### config.mk
export PLATFORM = sky130hd
export DESIGN_NAME = weight_addr
export DESIGN_NICKNAME = d
export VERILOG_FILES = /design/src/rtl/weight_addr_pkg.sv /design/src/rtl/weight_addr_cnt.sv /design/src/rtl/weight_addr.sv
export SDC_FILE = /design/constraint.sdc
export NUM_CORES = 1
export LEC_CHECK = 0
export ABC_AREA = 1
export BUFFER_PORTS_ARGS = -buffer_cell sky130_fd_sc_hd__buf_2
export CAP_MARGIN = 5
export CORE_AREA = 4 4 121 123
export DETAILED_ROUTE_END_ITERATION = 7
export DIE_AREA = 0 0 125 127
export GPL_ROUTABILITY_DRIVEN = 1
export PLACE_DENSITY = 0.76
export RECOVER_POWER = 50
export SKIP_LAST_GASP = 1
export SYNTH_ARGS = -nofsm -noshare
export SYNTH_HDL_FRONTEND = slang
export SYNTH_SLANG_ARGS = --single-unit
export TNS_END_PERCENT = 100
### constraint.sdc
create_clock -name clk -period 2.45 [get_ports clk]
set_clock_uncertainty 0.05 [all_clocks]
set_input_delay 0 -clock clk [delete_from_list [all_inputs] [get_ports clk]]
set_output_delay 0 -clock clk [all_outputs]
set_load 0.02 [all_outputs]
### src/rtl/weight_addr_pkg.sv
// weight_addr_pkg: shared widths, FSM state type and KKC helper for the weight
// SRAM address generator.
//   DEF_*      default port widths used by weight_addr
//   KKC_W      width of the latched K*K*C row length
//   state_e    controller states
//   calc_kkc   one-time K*K*C product
package weight_addr_pkg;

    localparam int unsigned DEF_KERNEL_SIZE      = 4;
    localparam int unsigned DEF_CHANNELS_SIZE    = 8;
    localparam int unsigned DEF_KERNEL_NUMS_SIZE = 8;
    localparam int unsigned DEF_ADDR_SIZE        = 16;
    localparam int unsigned KKC_W                = 16;

    typedef enum logic [1:0] {
        StIdle = 2'd0,
        StRun  = 2'd1,
        StDone = 2'd2
    } state_e;

    // Used once per start; K*K*C always fits 16 bits for the default widths.
    function automatic logic [KKC_W-1:0] calc_kkc(input logic [KKC_W-1:0] k,
                                                 input logic [KKC_W-1:0] c);
        return k * k * c;
    endfunction

endpackage

### src/rtl/weight_addr_cnt.sv
// weight_addr_cnt: nested column (j) / kernel (k) counter pair.
//   clk, rstn        clock, async active-low reset
//   clr              restart at j=0, k=0
//   step             advance: k first, j when k wraps
//   n_last, j_last   last k and last j values of the current job
//   j                current column index
//   k_wrap, j_wrap   k / j sit at their last value
module weight_addr_cnt
    import weight_addr_pkg::*;
#(
    parameter int unsigned JW = 16,
    parameter int unsigned KW = 8
) (
    input  logic          clk,
    input  logic          rstn,
    input  logic          clr,
    input  logic          step,
    input  logic [KW-1:0] n_last,
    input  logic [JW-1:0] j_last,
    output logic [JW-1:0] j,
    output logic          k_wrap,
    output logic          j_wrap
);

    logic [JW-1:0] j_q;
    logic [KW-1:0] k_q;

    assign j      = j_q;
    assign k_wrap = (k_q == n_last);
    assign j_wrap = (j_q == j_last);

    always_ff @(posedge clk or negedge rstn) begin
        if (!rstn) begin
            j_q <= '0;
            k_q <= '0;
        end else if (clr) begin
            j_q <= '0;
            k_q <= '0;
        end else if (step) begin
            if (!k_wrap) begin
                k_q <= k_q + KW'(1);
            end else begin
                k_q <= '0;
                j_q <= j_q + JW'(1);
            end
        end
    end

endmodule

### src/rtl/weight_addr.sv
// weight_addr: weight SRAM address generator for the IMG2COL/GEMM datapath.
// Weights are a row-major N x KKC matrix (KKC = K*K*C); addresses are issued
// column-major (all kernels of column j, then j+1) one per enabled cycle.
//   clk, rstn      clock, async active-low reset
//   enable         run/advance request; dropping it after done returns to idle
//   kernel_size    K, channels C, kernel_nums N (sampled only at start)
//   o_weight_addr  registered address
//   done           registered, sticky until enable drops
module weight_addr
    import weight_addr_pkg::*;
#(
    parameter int unsigned KERNEL_SIZE      = DEF_KERNEL_SIZE,
    parameter int unsigned CHANNELS_SIZE    = DEF_CHANNELS_SIZE,
    parameter int unsigned KERNEL_NUMS_SIZE = DEF_KERNEL_NUMS_SIZE,
    parameter int unsigned ADDR_SIZE        = DEF_ADDR_SIZE
) (
    input  logic                        clk,
    input  logic                        rstn,
    input  logic                        enable,
    input  logic [KERNEL_SIZE-1:0]      kernel_size,
    input  logic [CHANNELS_SIZE-1:0]    channels,
    input  logic [KERNEL_NUMS_SIZE-1:0] kernel_nums,
    output logic [ADDR_SIZE-1:0]        o_weight_addr,
    output logic                        done
);

    state_e                      state_q, state_d;
    logic [ADDR_SIZE-1:0]        addr_q, addr_d;
    logic                        done_q, done_d;
    logic [KKC_W-1:0]            kkc_q, kkc_d;
    logic [KKC_W-1:0]            j_last_q, j_last_d;
    logic [KERNEL_NUMS_SIZE-1:0] n_last_q, n_last_d;

    logic                        cnt_clr, cnt_step;
    logic [KKC_W-1:0]            j;
    logic                        k_wrap, j_wrap;
    logic [KKC_W-1:0]            kkc_calc;
    logic                        zero_cfg;

    assign kkc_calc = calc_kkc(KKC_W'(kernel_size), KKC_W'(channels));
    assign zero_cfg = (kernel_size == '0) || (channels == '0) || (kernel_nums == '0);

    weight_addr_cnt #(
        .JW (KKC_W),
        .KW (KERNEL_NUMS_SIZE)
    ) u_cnt (
        .clk    (clk),
        .rstn   (rstn),
        .clr    (cnt_clr),
        .step   (cnt_step),
        .n_last (n_last_q),
        .j_last (j_last_q),
        .j      (j),
        .k_wrap (k_wrap),
        .j_wrap (j_wrap)
    );

    always_comb begin
        state_d  = state_q;
        addr_d   = addr_q;
        done_d   = done_q;
        kkc_d    = kkc_q;
        j_last_d = j_last_q;
        n_last_d = n_last_q;
        cnt_clr  = 1'b0;
        cnt_step = 1'b0;
        unique case (state_q)
            StIdle: begin
                addr_d = '0;
                done_d = 1'b0;
                if (enable) begin
                    kkc_d    = kkc_calc;
                    j_last_d = kkc_calc - KKC_W'(1);
                    n_last_d = kernel_nums - KERNEL_NUMS_SIZE'(1);
                    if (zero_cfg) begin
                        state_d = StDone;
                        done_d  = 1'b1;
                    end else begin
                        // Address 0 is presented from this start edge.
                        state_d = StRun;
                        cnt_clr = 1'b1;
                    end
                end
            end
            StRun: begin
                if (enable) begin
                    if (!k_wrap) begin
                        // Next kernel, same column: one row further down.
                        addr_d   = addr_q + ADDR_SIZE'(kkc_q);
                        cnt_step = 1'b1;
                    end else if (!j_wrap) begin
                        // Back to kernel 0 of the next column.
                        addr_d   = ADDR_SIZE'(j) + ADDR_SIZE'(1);
                        cnt_step = 1'b1;
                    end else begin
                        state_d = StDone;
                        done_d  = 1'b1;
                    end
                end
            end
            StDone: begin
                if (!enable) begin
                    state_d = StIdle;
                    done_d  = 1'b0;
                    addr_d  = '0;
                end
            end
            default: begin
                state_d = StIdle;
                addr_d  = '0;
                done_d  = 1'b0;
            end
        endcase
    end

    always_ff @(posedge clk or negedge rstn) begin
        if (!rstn) begin
            state_q  <= StIdle;
            addr_q   <= '0;
            done_q   <= 1'b0;
            kkc_q    <= '0;
            j_last_q <= '0;
            n_last_q <= '0;
        end else begin
            state_q  <= state_d;
            addr_q   <= addr_d;
            done_q   <= done_d;
            kkc_q    <= kkc_d;
            j_last_q <= j_last_d;
            n_last_q <= n_last_d;
        end
    end

    assign o_weight_addr = addr_q;
    assign done          = done_q;

endmodule

Yosys cells after proc, flatten, opt, wreduce, memory -nomap -nowiden
Cells that the tools add are included.
- register bits after elaboration: 83
- input bits: 23
- logic and storage cells: 70
- add/sub/neg operators: 5
- $mul: 2
- equality and inequality tests: 10
- muxes and demuxes: 32
- reduce and logical (&&, ||, !) cells: 13
- operator list (operator ; count):
    two-way mux 16 bit ; 7
    case mux 16 bit (2 select lines) ; 1
    two-way mux 8 bit ; 3
    adder 16 x 1 -> 16 bit, second input constant ; 1
    adder 16 bit ; 1
    == test 16 bit ; 1
    logical NOT 8 bit ; 2
    multiplier 8 x 8 -> 16 bit ; 1
    subtractor 16 x 1 -> 16 bit, second input constant ; 1
    two-way mux 1 bit ; 13
    two-way mux 2 bit ; 6
    != test 2 bit, second input constant ; 5
    adder 8 x 1 -> 8 bit, second input constant ; 1
    == test 8 bit ; 1
    multiplier 4 x 4 -> 8 bit ; 1
    subtractor 8 x 1 -> 8 bit, second input constant ; 1
    case mux 2 bit (3 select lines) ; 1
    AND reduction 5 bit ; 1
    logical NOT 4 bit ; 1
    AND reduction 2 bit ; 2
    AND reduction 4 bit ; 1
    nonzero test 2 bit ; 2
    != test 3 bit, second input constant ; 1
    case mux 1 bit (3 select lines) ; 1
    other kinds (5) ; 6

Logic depth before layout (Yosys ltp)
- depth after elaboration: 8
- gate-level depth with buffers: 31
- mapped depth without buffers: 30

By module
Synthesis repeated with hierarchy kept, for this count alone.
- cells, all modules: 1125
- area total of the unflattened synthesis: 7902.6 µm²
- by module, submodules not included (module ; times used ; cells an instance ; area an instance (µm²) ; seq. area each (µm²)):
    weight_addr ; 1 ; 853 ; 6088.3 ; 1476.4
    weight_addr_cnt ; 1 ; 272 ; 1814.2 ; 600.6

Worst setup path after synthesis
OpenSTA, ideal clock, no wires.
- path type: input to register
- start point: input port kernel_size[2]
- end point: register j_last_q[14]
- setup time: 0.124 ns
- data arrival time: 4.726 ns
- required time: 2.276 ns
- path slack: -2.450 ns
- cell stages on the path: 28
- path buffers: 0
- cell sequence: inv_1 nor3_1 ha_1 nand2_1 nor2_1 a211oi_1 or2_1 nand2_1 inv_1 nand2_1 fa_1 inv_1 fa_1 fa_1 inv_1 fa_1 inv_1 ha_1 nand2_1 inv_1 a21oi_1 nand3b_1 nand2_1 nand2_1 nor2_1 nand2_1 nand2_1 nand3_1
- cells in the longest elaborated chain, start to end: 3
- ends and longest elaborated chain (what ; RTL line ; text):
    start, declared ; weight_addr.sv:20 ; input logic [KERNEL_SIZE-1:0] kernel_size,
    multiplier 4 x 4 -> 8 bit ; weight_addr_pkg.sv:24 ; return k * k * c;
    multiplier 8 x 8 -> 16 bit ; weight_addr_pkg.sv:24 ;
    subtractor 16 x 1 -> 16 bit ; weight_addr.sv:73 ; j_last_d = kkc_calc - KKC_W'(1);
    end signal, assigned ; weight_addr.sv:129 ; j_last_q <= j_last_d;
    end, declared ; weight_addr.sv:31 ; logic [KKC_W-1:0] j_last_q, j_last_d;
No other way between the ends.
A chain may end at the register's enable or synchronous reset.

Worst setup path in the final report
- start point: input port kernel_size[0]
- end point: register j_last_q[13]
The elaborated chain is that of the path after synthesis.

==> results.txt <==
The initial antenna violation count is 0. The setup path with the least slack is of type in -> reg. The mean number of vias per cell came out at 5.46. Hold is met by 0.0231 ns.

In this run, placement finished with an instance count of 1,443. The worst path setup slack after routing came out at -2.07 ns. After clock tree synthesis, the clock-pin slew on the worst setup and hold paths is 0.06 ns. The pre-CTS setup slack is -2.53 ns. The vertical extent of the die is 127 µm. In this run, synthesis inferred 0 flip-flops with an integrated enable.

The worst IR drop on VDD is 654 µV. The number of hold violations in the final report is 0. The number of warnings issued by yosys came out at 0. The number of non-filler instances in the completed layout is 1,487. Clock tree synthesis found a total of 83 sinks. The accumulated negative setup slack is -40.10 ns. The maximum number of pins on one net before global-route repair came out at 55. The via count of the first global-routing pass came out at 8,105.

The floorplan step defined a die boundary enclosing 15,900 µm². The average footprint of a synthesized cell is 6.79 µm². The met2 layer wire length in the routed design came out at 10,900 µm. The proportion of synthesized flip-flops having asynchronous set or reset came out at 1.00. Counting distinct cell types in the post-synthesis netlist gives 39. When the netlist entered floorplanning its net count stood at 1,279.

The ratio of final minimum period to clock period came out at 1.84. The HPWL after detailed placement came out at 16,400 µm. For this block, wires on met1 add up to 9460 µm. The element type at the critical path start is an input port.

The via count came out at 8,126. The master of the slowest instance on the critical path is sky130_fd_sc_hd__fa_1. The finished cells cover 9940 µm².

The worst path buffer plus inverter count came out at 8. The flop-to-flop setup slack is 0.22 ns. At the pin with the least slew margin, the transition time is 1.13 ns. The count of max-cap constraint violations came out at 0. The first-pass GRT wire length is 37,400 µm. The first routing iteration left 743 violations.

TritonCTS created 9 clock buffers. The detail route stage leaves a number of antenna-violating nets equal to 0. Measured against its own limit, the worst slew margin works out to 0.245. The run finished, with violations left. The power after layout came out at 6.94 mW. The clock latency on the worst-skew pair is 0.35 ns. Dividing total power by cell area gives a power density of 698 nW/µm². In this run the worst setup path terminates at j_last_q[13]. The total congestion overflow after global routing came out at 0. Across every metal layer, demand over resource in global routing totals 0.285. The floorplan has 43 rows. The CTS tree is built.

The number of levels the H-tree was split into came out at 3. The critical path starts at kernel_size[0]. The startpoint identified for the worst register-to-register timing path is o_weight_addr[0]. The netlist area before placement came out at 7910 µm². Measured on the finished design, the core utilization comes to 0.727. The worst reg2reg path depth came out at 10.

The worst setup path is captured at a flip-flop. The max-slew violation count came out at 0. The checks that failed: setup timing. The initial utilization of the core area, before any placement, comes to 0.579.

The leakage dissipation came out at 5.48 nW. The total number of cells along the worst setup path came out at 29. STA puts the critical path data required time at 2.68 ns.

For this run, the leading register cell type out of synthesis is sky130_fd_sc_hd__dfrtp_1. From synthesis to final layout, the design area changed by 25.7%. The maximum count of clock buffers along a single path came out at 2. Setup repair after global routing could not meet its margin everywhere. The number of top-level design ports is 40.

The sequential cell area fraction in the yosys report is 0.263. The worst stage delay on the critical path came out at 0.51 ns. The cell family with the largest share of critical-path delay is adder cells.

The count of state elements after synthesis came out at 83. The number of endpoints failing setup at the final stage is 24. The cell sitting at the root of the clock tree is a sky130_fd_sc_hd__clkbuf_16. The overall die width came out at 125 µm. After technology mapping, the gate count stands at 1,165.

The first detailed-routing pass took 5 iterations. The share of final-layout standard cells stronger than drive strength 1 is 0.227. After floorplanning, the core was sized to cover 13,700 µm². The worst path arrival time came out at 4.75 ns. The clock period minus worst slack came out at 4.52 ns. The number of nets in the layout is 1,416. The path class of the lowest-slack min-delay path is in -> reg.

The detailed router used layers up to and including met4. The sum of routed wire length over all layers came out at 22,300 µm. The number of buffers inserted by port buffering came out at 39. The timing-limited maximum frequency came out at 0.221 GHz. The average routed wire per standard cell came out at 15.0 µm.

In this run the worst path has a maximum fanout of 5. In this run the critical register-to-register path is captured at o_weight_addr[12]. The antenna diode count came out at 0. The wire length on met3 came out at 1380 µm. The final-layout fill cell count is 1,073.

The congestion estimate from routability-driven global placement came to 0.940. The total placed instance area came out at 8990 µm². The number of DRC violations after detailed routing is 0.
-- routing by layer --
| layer | vias to the layer above | track usage |
|---|---|---|
| li1 | 3953 | - |
| met1 | 3804 | 0.366 |
| met2 | 308 | 0.497 |
| met3 | 61 | 0.0380 |
| met4 | 0 | 0.0982 |
| met5 | - | 0 |
-- cell usage in the layout (no fill, tap or decap), drive strengths merged, types with 6 or more instances in the layout --
master | synthesis | layout
o21ai | 48 | 48
nand4 | 32 | 32
buf | 20 | 139
dfrtp | 83 | 83
a31oi | 8 | 8
dlygate4sd3 | 0 | 9
or2 | 6 | 6
nand3 | 92 | 92
xor2 | 30 | 30
clkbuf | 9 | 18
a21oi | 32 | 32
inv | 185 | 187
nor3 | 8 | 8
ha | 60 | 60
nor2 | 131 | 131
xnor2 | 10 | 10
fa | 31 | 31
nand2 | 357 | 357
-- tightest hold or removal path, stage by stage --
cell                      delay (ns)
sky130_fd_sc_hd__buf_2          0.10
sky130_fd_sc_hd__inv_1          0.07
sky130_fd_sc_hd__ha_1           0.12
sky130_fd_sc_hd__o21ai_0        0.08
-- registers in the layout (all words and copies together), names as in the netlist --
| signal | count |
|---|---|
| o_weight_addr | 16 |
| u_cnt.j | 16 |
| done | 1 |
| state_q | 2 |
| kkc_q | 16 |
| n_last_q | 8 |
| j_last_q | 16 |
| u_cnt.k_q | 8 |
-- worst min path at each step --
stage / end / slack, ns / from / cells after the start
after floorplan: done / -0.35 / rstn / 0
after global placement: o_weight_addr[1] / -0.04 / rstn / 1
after detailed placement: o_weight_addr[4] / -0.04 / rstn / 1
after CTS: n_last_q[1] / 0.02 / kernel_nums[1] / 4
after global routing: n_last_q[1] / 0.06 / kernel_nums[1] / 4
final: n_last_q[1] / 0.02 / kernel_nums[1] / 4
-- repair_timing --
action / in CTS / in global routing
hold buffers: 9 / 0
hold endpoints to repair: 46 / 0
gates resized for setup: 85 / 50
setup buffers: 14 / 6
endpoints found under the setup margin: 24 / 24
pin swaps: 52 / 31
-- cells by family (layout without fill, tap and decap cells) --
| kind of cell | count (synthesis) | count (layout) | share of synthesized area |
|---|---|---|---|
| fa+ha+maj | 91 | 91 | 0.173 |
| buf+inv | 215 | 357 | 0.109 |
| compound gates | 103 | 103 | 0.0714 |
| simple gates | 632 | 632 | 0.338 |
| mux | 1 | 1 | 0.00142 |
| flops | 83 | 83 | 0.263 |
| xor+xnor | 40 | 40 | 0.0443 |
-- synth_stat cells, types with 2 or more instances --
library cell,count,area share
sky130_fd_sc_hd__nor3b_1,2,0.0019
sky130_fd_sc_hd__o21a_1,2,0.0019
sky130_fd_sc_hd__buf_1,3,0.0014
sky130_fd_sc_hd__and2_1,2,0.0016
sky130_fd_sc_hd__ha_1,60,0.095
sky130_fd_sc_hd__inv_1,175,0.083
sky130_fd_sc_hd__nor2_1,129,0.061
sky130_fd_sc_hd__nand3_4,2,0.0044
sky130_fd_sc_hd__nor2_2,2,0.0016
sky130_fd_sc_hd__dfrtp_1,83,0.26
sky130_fd_sc_hd__buf_4,2,0.0019
sky130_fd_sc_hd__nand2_2,8,0.0063
sky130_fd_sc_hd__nand3_1,90,0.057
sky130_fd_sc_hd__a21oi_1,32,0.020
sky130_fd_sc_hd__nor3_1,8,0.0051
sky130_fd_sc_hd__a31oi_1,8,0.0063
sky130_fd_sc_hd__buf_2,11,0.0070
sky130_fd_sc_hd__xnor2_1,10,0.011
sky130_fd_sc_hd__o211ai_1,5,0.0047
sky130_fd_sc_hd__o21ai_0,44,0.028
sky130_fd_sc_hd__fa_1,31,0.078
sky130_fd_sc_hd__o21bai_1,5,0.0047
sky130_fd_sc_hd__or2_2,2,0.0016
sky130_fd_sc_hd__nand4_1,30,0.024
sky130_fd_sc_hd__xor2_1,30,0.033
sky130_fd_sc_hd__clkbuf_1,9,0.0043
sky130_fd_sc_hd__inv_2,10,0.0047
sky130_fd_sc_hd__or2_1,4,0.0032
sky130_fd_sc_hd__o21ai_1,4,0.0025
sky130_fd_sc_hd__nand4_2,2,0.0032
sky130_fd_sc_hd__buf_6,4,0.0057
sky130_fd_sc_hd__nand2_1,349,0.17
-- where the power goes --
| group | switching (mW) | internal (mW) |
|---|---|---|
| Sequential | 0.148 | 1.47 |
| Clock | 0.594 | 0.721 |
| Combinational | 2.25 | 1.75 |
| Total | 2.99 | 3.95 |
-- area by class of cell --
type,count,area (µm²),area share
tap,180,225,0.0227
timing repair buffer,155,1180,0.119
sequential,83,2080,0.209
inverter,186,716,0.0720
clock buffer,11,243,0.0244
multi-input combinational,867,5460,0.550
clock inverter,5,36.3,0.00365
(Power assumes the default switching activity.)
